$ cat config.mk
export PLATFORM = sky130hd
export DESIGN_NAME = arfs_hdr_parser
export DESIGN_NICKNAME = d
export VERILOG_FILES = /design/src/rtl/arfs_pkg.sv /design/src/rtl/arfs_axis_skid.sv /design/src/rtl/arfs_hdr_parser.sv
export SDC_FILE = /design/constraint.sdc
export NUM_CORES = 2
export LEC_CHECK = 0
export ABC_AREA = 1
export BUFFER_PORTS_ARGS = -buffer_cell sky130_fd_sc_hd__buf_2
export CAP_MARGIN = 20
export CORE_AREA = 2 2 555 557
export DETAILED_ROUTE_END_ITERATION = 8
export DIE_AREA = 0 0 557 559
export PLACE_DENSITY = 0.49
export SLEW_MARGIN = 20
export SYNTH_ARGS = -nofsm -noshare
export SYNTH_HDL_FRONTEND = slang
export SYNTH_HIERARCHICAL = 1
export SYNTH_SLANG_ARGS = --single-unit
$ cat constraint.sdc
create_clock -name axis_aclk -period 66.1 [get_ports axis_aclk]
set_input_delay 13.22 -clock axis_aclk [delete_from_list [all_inputs] [get_ports axis_aclk]]
set_output_delay 13.22 -clock axis_aclk [all_outputs]
set_load 0.005 [all_outputs]
$ cat src/rtl/arfs_pkg.sv
// Shared ARFS types, protocol constants and header byte offsets.
// Used by the header parser and the downstream flow-table stage.
package arfs_pkg;

    typedef struct packed {
        logic [31:0] src_ip;
        logic [31:0] dst_ip;
        logic [15:0] src_port;
        logic [15:0] dst_port;
        logic [7:0]  proto;
    } arfs_key_t;

    typedef struct packed {
        logic        is_ipv4;
        logic        is_l4;
        logic        is_ctrl;
        arfs_key_t   key;
        logic [15:0] ctrl_qid;
        logic [7:0]  ctrl_op;
    } arfs_meta_t;

    localparam logic [15:0] ETH_TYPE_IPV4 = 16'h0800;
    localparam logic [7:0]  IPV4_VER_IHL5 = 8'h45;
    localparam logic [7:0]  PROTO_TCP     = 8'd6;
    localparam logic [7:0]  PROTO_UDP     = 8'd17;

    localparam int unsigned OFS_ETYPE   = 12;
    localparam int unsigned OFS_VER_IHL = 14;
    localparam int unsigned OFS_FRAG    = 20;
    localparam int unsigned OFS_PROTO   = 23;
    localparam int unsigned OFS_SRC_IP  = 26;
    localparam int unsigned OFS_DST_IP  = 30;
    localparam int unsigned OFS_SPORT   = 34;
    localparam int unsigned OFS_DPORT   = 36;
    localparam int unsigned OFS_QID     = 42;
    localparam int unsigned OFS_OP      = 44;

    // Byte idx of a beat; byte 0 is the first byte on the wire.
    function automatic logic [7:0] get_byte(input logic [511:0] d, input int unsigned idx);
        return d[idx*8 +: 8];
    endfunction

    function automatic logic [31:0] sat_inc(input logic [31:0] v);
        return (v == 32'hFFFF_FFFF) ? v : v + 32'd1;
    endfunction

endpackage

$ cat src/rtl/arfs_axis_skid.sv
// Two-entry AXI-stream skid buffer with registered valid, ready and payload.
// Head register drives the output; the spare register absorbs one beat of backpressure.
module arfs_axis_skid #(
    parameter int unsigned W = 8
) (
    input  logic         clk,
    input  logic         rst,
    input  logic         s_valid,
    output logic         s_ready,
    input  logic [W-1:0] s_payload,
    output logic         m_valid,
    input  logic         m_ready,
    output logic [W-1:0] m_payload
);

    logic [W-1:0] head_r;
    logic [W-1:0] spare_r;
    logic [1:0]   count_r;
    logic [1:0]   count_next_s;
    logic         ready_r;
    logic         valid_r;
    logic         push_s;
    logic         pop_s;

    assign push_s    = s_valid && ready_r;
    assign pop_s     = valid_r && m_ready;
    assign s_ready   = ready_r;
    assign m_valid   = valid_r;
    assign m_payload = head_r;

    // Next occupancy from the push/pop pair.
    always_comb begin
        count_next_s = count_r;
        case ({push_s, pop_s})
            2'b10:   count_next_s = count_r + 2'd1;
            2'b01:   count_next_s = count_r - 2'd1;
            default: count_next_s = count_r;
        endcase
    end

    // Storage and registered handshake flags.
    always_ff @(posedge clk or posedge rst) begin
        if (rst) begin
            head_r  <= '0;
            spare_r <= '0;
            count_r <= 2'd0;
            ready_r <= 1'b0;
            valid_r <= 1'b0;
        end else begin
            count_r <= count_next_s;
            ready_r <= (count_next_s < 2'd2);
            valid_r <= (count_next_s != 2'd0);
            // With two entries held, ready was low, so no push can coincide with the refill.
            if (push_s && ((count_r == 2'd0) || ((count_r == 2'd1) && pop_s))) begin
                head_r <= s_payload;
            end else if (pop_s && (count_r == 2'd2)) begin
                head_r <= spare_r;
            end else begin
                head_r <= head_r;
            end
            if (push_s && !pop_s && (count_r == 2'd1)) begin
                spare_r <= s_payload;
            end else begin
                spare_r <= spare_r;
            end
        end
    end

endmodule

$ cat src/rtl/arfs_hdr_parser.sv
// ARFS C2H header parser: extracts the flow 5-tuple and control fields from the first beat
// and forwards every beat unchanged with that metadata as sideband through a skid buffer.
module arfs_hdr_parser
    import arfs_pkg::*;
#(
    parameter int unsigned DATA_W        = 512,
    parameter logic [15:0] CTRL_UDP_PORT = 16'hF2F2,
    parameter logic [15:0] MIN_PARSE_LEN = 16'd45
) (
    input  logic                  axis_aclk,
    input  logic                  axis_areset,
    input  logic                  s_axis_c2h_tvalid,
    input  logic [DATA_W-1:0]     s_axis_c2h_tdata,
    input  logic [DATA_W/8-1:0]   s_axis_c2h_tkeep,
    input  logic                  s_axis_c2h_tlast,
    input  logic [15:0]           s_axis_c2h_tuser_size,
    output logic                  s_axis_c2h_tready,
    output logic                  m_axis_c2h_tvalid,
    output logic [DATA_W-1:0]     m_axis_c2h_tdata,
    output logic [DATA_W/8-1:0]   m_axis_c2h_tkeep,
    output logic                  m_axis_c2h_tlast,
    output logic [15:0]           m_axis_c2h_tuser_size,
    input  logic                  m_axis_c2h_tready,
    output logic                  m_meta_is_ipv4,
    output logic                  m_meta_is_l4,
    output logic                  m_meta_is_ctrl,
    output logic [103:0]          m_meta_key,
    output logic [15:0]           m_meta_ctrl_qid,
    output logic [7:0]            m_meta_ctrl_op,
    output logic [31:0]           stat_pkt_cnt,
    output logic [31:0]           stat_ctrl_cnt,
    output logic [31:0]           stat_drop_parse_cnt
);

    localparam int unsigned KEEP_W    = DATA_W / 8;
    localparam int unsigned PAYLOAD_W = DATA_W + KEEP_W + 1 + 16 + $bits(arfs_meta_t);

    logic                 in_pkt_r;
    arfs_meta_t           meta_hold_r;
    arfs_meta_t           parsed_s;
    arfs_meta_t           meta_push_s;
    arfs_meta_t           out_meta_s;
    logic                 accept_s;
    logic                 first_s;
    logic                 runt_s;
    logic [PAYLOAD_W-1:0] skid_in_s;
    logic [PAYLOAD_W-1:0] skid_out_s;
    logic [31:0]          pkt_cnt_r;
    logic [31:0]          ctrl_cnt_r;
    logic [31:0]          drop_cnt_r;

    logic [15:0] etype_s;
    logic [7:0]  ver_ihl_s;
    logic [7:0]  frag_hi_s;
    logic [7:0]  frag_lo_s;
    logic [7:0]  proto_s;
    logic [15:0] dport_s;
    logic        ipv4_s;
    logic        l4_s;
    logic        ctrl_s;

    assign accept_s = s_axis_c2h_tvalid && s_axis_c2h_tready;
    assign first_s  = !in_pkt_r;
    assign runt_s   = (s_axis_c2h_tuser_size < MIN_PARSE_LEN);

    // Header field extraction and classification of the current input beat.
    always_comb begin
        parsed_s  = '0;
        etype_s   = {get_byte(s_axis_c2h_tdata, OFS_ETYPE), get_byte(s_axis_c2h_tdata, OFS_ETYPE + 1)};
        ver_ihl_s = get_byte(s_axis_c2h_tdata, OFS_VER_IHL);
        frag_hi_s = get_byte(s_axis_c2h_tdata, OFS_FRAG);
        frag_lo_s = get_byte(s_axis_c2h_tdata, OFS_FRAG + 1);
        proto_s   = get_byte(s_axis_c2h_tdata, OFS_PROTO);
        dport_s   = {get_byte(s_axis_c2h_tdata, OFS_DPORT), get_byte(s_axis_c2h_tdata, OFS_DPORT + 1)};
        ipv4_s    = (etype_s == ETH_TYPE_IPV4) && (ver_ihl_s == IPV4_VER_IHL5);
        // MF is bit 5 of the high flags byte; the offset spans its low 5 bits and the next byte.
        l4_s      = ipv4_s && ((proto_s == PROTO_TCP) || (proto_s == PROTO_UDP))
                    && ((frag_hi_s & 8'h3F) == 8'h00) && (frag_lo_s == 8'h00);
        ctrl_s    = l4_s && (proto_s == PROTO_UDP) && (dport_s == CTRL_UDP_PORT);
        if (runt_s) begin
            parsed_s = '0;
        end else begin
            parsed_s.is_ipv4 = ipv4_s;
            parsed_s.is_l4   = l4_s;
            parsed_s.is_ctrl = ctrl_s;
            if (l4_s) begin
                parsed_s.key.src_ip   = {get_byte(s_axis_c2h_tdata, OFS_SRC_IP),
                                         get_byte(s_axis_c2h_tdata, OFS_SRC_IP + 1),
                                         get_byte(s_axis_c2h_tdata, OFS_SRC_IP + 2),
                                         get_byte(s_axis_c2h_tdata, OFS_SRC_IP + 3)};
                parsed_s.key.dst_ip   = {get_byte(s_axis_c2h_tdata, OFS_DST_IP),
                                         get_byte(s_axis_c2h_tdata, OFS_DST_IP + 1),
                                         get_byte(s_axis_c2h_tdata, OFS_DST_IP + 2),
                                         get_byte(s_axis_c2h_tdata, OFS_DST_IP + 3)};
                parsed_s.key.src_port = {get_byte(s_axis_c2h_tdata, OFS_SPORT),
                                         get_byte(s_axis_c2h_tdata, OFS_SPORT + 1)};
                parsed_s.key.dst_port = dport_s;
                parsed_s.key.proto    = proto_s;
            end else begin
                parsed_s.key = '0;
            end
            if (ctrl_s) begin
                parsed_s.ctrl_qid = {get_byte(s_axis_c2h_tdata, OFS_QID + 1),
                                     get_byte(s_axis_c2h_tdata, OFS_QID)};
                parsed_s.ctrl_op  = get_byte(s_axis_c2h_tdata, OFS_OP);
            end else begin
                parsed_s.ctrl_qid = 16'h0000;
                parsed_s.ctrl_op  = 8'h00;
            end
        end
    end

    assign meta_push_s = first_s ? parsed_s : meta_hold_r;
    assign skid_in_s   = {s_axis_c2h_tdata, s_axis_c2h_tkeep, s_axis_c2h_tlast,
                          s_axis_c2h_tuser_size, meta_push_s};

    // Packet boundary tracking and per-packet metadata hold.
    always_ff @(posedge axis_aclk or posedge axis_areset) begin
        if (axis_areset) begin
            in_pkt_r    <= 1'b0;
            meta_hold_r <= '0;
        end else if (accept_s) begin
            in_pkt_r    <= !s_axis_c2h_tlast;
            meta_hold_r <= meta_push_s;
        end else begin
            in_pkt_r    <= in_pkt_r;
            meta_hold_r <= meta_hold_r;
        end
    end

    arfs_axis_skid #(.W(PAYLOAD_W)) u_skid (
        .clk       (axis_aclk),
        .rst       (axis_areset),
        .s_valid   (s_axis_c2h_tvalid),
        .s_ready   (s_axis_c2h_tready),
        .s_payload (skid_in_s),
        .m_valid   (m_axis_c2h_tvalid),
        .m_ready   (m_axis_c2h_tready),
        .m_payload (skid_out_s)
    );

    assign {m_axis_c2h_tdata, m_axis_c2h_tkeep, m_axis_c2h_tlast,
            m_axis_c2h_tuser_size, out_meta_s} = skid_out_s;

    assign m_meta_is_ipv4  = out_meta_s.is_ipv4;
    assign m_meta_is_l4    = out_meta_s.is_l4;
    assign m_meta_is_ctrl  = out_meta_s.is_ctrl;
    assign m_meta_key      = out_meta_s.key;
    assign m_meta_ctrl_qid = out_meta_s.ctrl_qid;
    assign m_meta_ctrl_op  = out_meta_s.ctrl_op;

    // Saturating statistics: forwarded packets, forwarded control packets, runt first beats.
    always_ff @(posedge axis_aclk or posedge axis_areset) begin
        if (axis_areset) begin
            pkt_cnt_r  <= 32'd0;
            ctrl_cnt_r <= 32'd0;
            drop_cnt_r <= 32'd0;
        end else begin
            if (m_axis_c2h_tvalid && m_axis_c2h_tready && m_axis_c2h_tlast) begin
                pkt_cnt_r  <= sat_inc(pkt_cnt_r);
                ctrl_cnt_r <= out_meta_s.is_ctrl ? sat_inc(ctrl_cnt_r) : ctrl_cnt_r;
            end else begin
                pkt_cnt_r  <= pkt_cnt_r;
                ctrl_cnt_r <= ctrl_cnt_r;
            end
            if (accept_s && first_s && runt_s) begin
                drop_cnt_r <= sat_inc(drop_cnt_r);
            end else begin
                drop_cnt_r <= drop_cnt_r;
            end
        end
    end

    assign stat_pkt_cnt        = pkt_cnt_r;
    assign stat_ctrl_cnt       = ctrl_cnt_r;
    assign stat_drop_parse_cnt = drop_cnt_r;

endmodule

### Word level (Yosys, flattened, before mapping)

Cells that the tools add are included.

* register bits: 1680
* latch bits: 0
* RAM bits: 0
* memory bits (read-only): 0
* input bits: 597
* output and inout bits: 822
* word-level logic and storage cells: 77
* memories: 0

* $add $sub $neg: 5
* multipliers: 0
* divide/modulo/power cells: 0
* $lt $le $gt $ge: 2
* equal/unequal tests: 12
* shift operators: 0
* mux-type cells: 7
* bitwise operators: 3
* reductions and logical operators: 29

Operators by type and width (number)
* 724-bit two-way mux: 2
* 131-bit two-way mux: 2
* 104-bit two-way mux: 1
* 32-bit by 1-bit adder with 32-bit output (second input constant): 3
* 32-bit equality test (second input constant): 3
* 24-bit two-way mux: 1
* 16-bit by 12-bit equality test with 1-bit output (second input constant): 1
* 16-bit equality test (second input constant): 1
* 1-bit logical AND: 16
* 8-bit logical NOT: 2
* 16-bit by 6-bit < comparator with 1-bit output (second input constant): 1
* 8-bit by 3-bit equality test with 1-bit output (second input constant): 1
* 8-bit by 5-bit equality test with 1-bit output (second input constant): 1
* 8-bit by 7-bit equality test with 1-bit output (second input constant): 1
* 2-bit by 1-bit equality test with 1-bit output (second input constant): 2
* 2-bit equality test (second input constant): 2
* 2-bit one-hot mux with 2 select lines: 1
* 2-bit AND reduction: 2
* 2-bit nonzero test: 2
* 1-bit logical NOT: 3
* 1-bit NOT: 3
* 3-bit AND reduction: 1
* 2-bit by 1-bit adder with 2-bit output (second input constant): 1
* 2-bit logical NOT: 1
* other kinds (3): 4

### Depth between registers and ports, before layout

* depth in word-level cells: 11
* mapped depth: 14

### By module

The synthesis kept the hierarchy.

By module, submodules not included
* arfs_axis_skid: times used 1, cells an instance 7600, area an instance 64952.3 um^2, seq. area each 36334.8 um^2
* arfs_hdr_parser: times used 1, cells an instance 2080, area an instance 13904.6 um^2, seq. area each 5705.5 um^2

### Worst setup path after synthesis

OpenSTA, ideal clock, no wires.

* path kind: input to register
* start: in s_axis_c2h_tvalid
* end: reg u_skid.spare_r[100]
* arrival time: 14.541 ns
* required time: 65.975 ns
* path slack: 51.434 ns
* cell stages on the path: 8
* buffers on the path: 3
* cells stage by stage: nand2_1 inv_1 ha_1 nand2_1 buf_2 buf_2 buf_2 mux2_2

* longest elaborated chain between the ends: 3

RTL lines
* from (decl): line arfs_hdr_parser.sv:12 `input logic s_axis_c2h_tvalid,`
* 1-bit logical AND: line arfs_axis_skid.sv:25 `assign push_s = s_valid && ready_r;`
* 1-bit logical AND (2 in series): line arfs_axis_skid.sv:61 `if (push_s && !pop_s && (count_r == 2'd1)) begin`
* to (signal assigned): line arfs_axis_skid.sv:62 `spare_r <= s_payload;`
* to (signal assigned): line arfs_axis_skid.sv:64 `spare_r <= spare_r;`
* to (decl): line arfs_axis_skid.sv:17 `logic [W-1:0] spare_r;`

Every way passes these cells.
A chain may end at the register's enable or synchronous reset.

==> results.toml <==
[run_status]
status = "completed"

[clock_network]
cts_setup_buffers = 0
cts-htree-levels = 4
insertion_delay_ps = 880
clock_tree.root_cell = "clkbuf_16"
clk_pin_slew_ps = 60
cts_buffers = 203
cts_max_path_buffers = 4
cts_tree = "built"
cts_resized = 0
cts.sinks = 1680
postCtsHoldBufs = 0

[global_route]
grt_overflow = 0
gr-max-usage-layer = "met2"
grt_pass1_vias = 64790
antenna_found_initial = 139
met1_usage = 0.2572
grt_usage = 0.1988
grtUsageMet2 = 0.3044
use_met3 = 0.05942
grt_pass1_wl_mm = 465.2
grt_max_degree = 192

[timing]
drv_slew = 0
fmax_mhz = 55.66
rsz0062_at_grt = "false"
worst_slew_pin_slew_ps = 1134
setup_viol = 0
slew_headroom = 0.2442
hold_violations = 0
fin_worst_skew_ps = 46.63
min_period_ps = 17960
fin_ws_ps = 48140
min_period_over_period = 0.2718
final.setup.tns_ps = 0

[worst_setup_path]
endpoint = "u_skid/m_payload[672]"
r2r-start = "u_skid/m_valid"
cp-end-kind = "asynchronous set/reset pin"
reg2reg_depth = 8
crit_type = "in -> async"
required_ps = 66950
setup.worst_path.start = "axis_areset"
critPathLaunchType = "input port"
path_max_fanout = 143
reg2reg_slack_ps = 60840
cp.arrival_ps = 18810
regToRegEndpoint = "u_skid/spare_r[205]"

[drt]
wl_per_cell_um = 21.21
drtPass1Iterations = 6
drc = 0
ant_nets = 0
drtIter0Drc = 6140
wl_mm = 320.5
dr_total_vias = 68550
vias_per_cell = 4.537

[cells_and_area]
syn2layout_area_growth_pct = 21.90
drive_gt1_frac = 0.2139
fin_nets = 11370

[pwr]
leakagePower_nw = 50.60
switchingPower_w = 0.001785
power.density_mw_per_mm2 = 46.68
pwr-share-comb = 0.358
switching_share = 0.3979
ir_drop_mv = 0.03114
internal_power_w = 0.002701
power_w = 0.004487
seqPwrFrac = 0.380
clock_power_share = 0.261

[synth]
syn-num-nets = 10290
yosys_register_bits = 1680
ys_seq_area_frac = 0.5331
yosysMostFrequentCell = "nand2_1"
yosys-top-cells-count = "nand2_1, dfrtp_1, nor2_1, nand3_1, inv_1"
synth_top_area_cell = "dfrtp_1"
syn_area_per_cell_um2 = 8.146
yosysTopAreaCellShare = 0.5331
synthTopCellsByArea = "dfrtp_1, nand2_1, nor2_1, mux2_2, nand3_1"
synth_edf_count = 0
async_flop_share = 1.000
yosys_warnings = 6
synthDistinctLibCells = 36
synth_area_mm2 = 0.07886
synth_ff_type = "dfrtp_1"
syn_inst = 9680

[placed_design]
place_ws_ps = 46920
hpwl_mm = 220.4
globalplace.congestion = 0.9388
port_buffers = 1418

[min_path]
hp-class = "reg -> reg"
min_path_cells = 2
hold_start = "meta_hold_r[20]"

[floorplanning]
core_mm2 = 0.3050
die_y_um = 559
start_util = 0.2585
die_w_um = 557
dieArea_mm2 = 0.3114
io_pins = 1419
fp-row-count = 203

[run]
maxCapViolations = 0
==> flip-flops by register name, indices dropped and copies added (netlist names) <==
| name | cells |
|---|---|
| u_skid/m_valid | 1 |
| u_skid/count_r | 2 |
| meta_hold_r | 131 |
| in_pkt_r | 1 |
| stat_drop_parse_cnt | 32 |
| stat_ctrl_cnt | 32 |
| stat_pkt_cnt | 32 |
| u_skid/spare_r | 724 |
| u_skid/s_ready | 1 |
| u_skid/m_payload | 724 |
==> worst min path at each step <==
stage / to / slack, ps
floorplan: meta_hold_r[0] / 450
global placement: meta_hold_r[20] / 460
detailed placement: meta_hold_r[53] / 470
CTS: meta_hold_r[99] / 480
global route: meta_hold_r[0] / 490
finish: meta_hold_r[20] / 480
==> area by class of cell <==
cell class | instances | area (um2)
flip-flops and latches | 1680 | 42040
diodes | 72 | 180.2
clock inverters | 73 | 868.3
well taps | 4100 | 5130
inverters | 659 | 2506
multi-input cells | 6718 | 31400
fillers | 32750 | 208900
clock buffers | 303 | 6088
repair buffers | 1506 | 7908
==> power groups by stage <==
stage               logic (W)  registers [W]  clock network, W
CTS                   0.00163        0.00171           0.00121
global route          0.00180        0.00175           0.00125
finish                0.00161        0.00171           0.00117
floorplan            0.000932        0.00168                 0
detailed placement    0.00162        0.00172                 0
global placement      0.00162        0.00171                 0
==> through the flow <==
step	util	hold WS (ps)	cells	area (um2)
2_1_floorplan	-	449.3	9680	78860
3_3_place_gp	0.2917	462.9	14660	88990
3_5_place_dp	0.2917	465.2	14660	88990
4_1_cts	0.3145	482.8	15040	95950
5_1_grt	0.3148	494.2	15070	96030
6_report	0.3151	479.5	15110	96130
==> cell families (layout without fill, tap and decap cells) <==
logic type               after synthesis  count (layout)  share of synthesized area
AND/OR/NAND/NOR                     5625            5625                     0.2886
flip-flops                          1680            1680                     0.5331
buffers and inverters               1282            2541                    0.06961
AO/OA/AOI/OAI                        583             583                    0.03714
multiplexers                         455             455                    0.06497
XOR/XNOR                              46              46                   0.005109
adder cells (fa/ha/maj)                9               9                   0.001428
other                                  0              72                          0
==> cells in the final DEF, fill, tap and decap left out, drive strengths merged <==
master / instances
nand3: 895
clkbuf: 303
nand2: 3014
buf: 1506
bufinv: 12
dfrtp: 1680
mux2: 455
o21ai: 581
a21oi: 2
and2: 1
xnor2: 20
nor4: 2
nand3b: 12
clkinvlp: 4
xor2: 26
ha: 9
clkinv: 49
nand4: 134
nor2: 1529
diode: 72
inv: 667
nor3: 38
==> worst max-delay path, stage by stage <==
cell,delay [ps]
buf_2,160
inv_8,490
buf_4,670
buf_4,700
buf_4,760
buf_4,890
buf_12,620
buf_4,880
==> routing by layer <==
metal / wire length, um / share of wire / vias to the layer above
met3: 26860 / 0.084 / 517
met2: 142900 / 0.45 / 2161
li1: - / - / 32810
met1: 135900 / 0.42 / 32990
met4: 14350 / 0.045 / 78
met5: 496 / 0.0015 / -
Note: power is estimated with default switching activity, not from simulation.
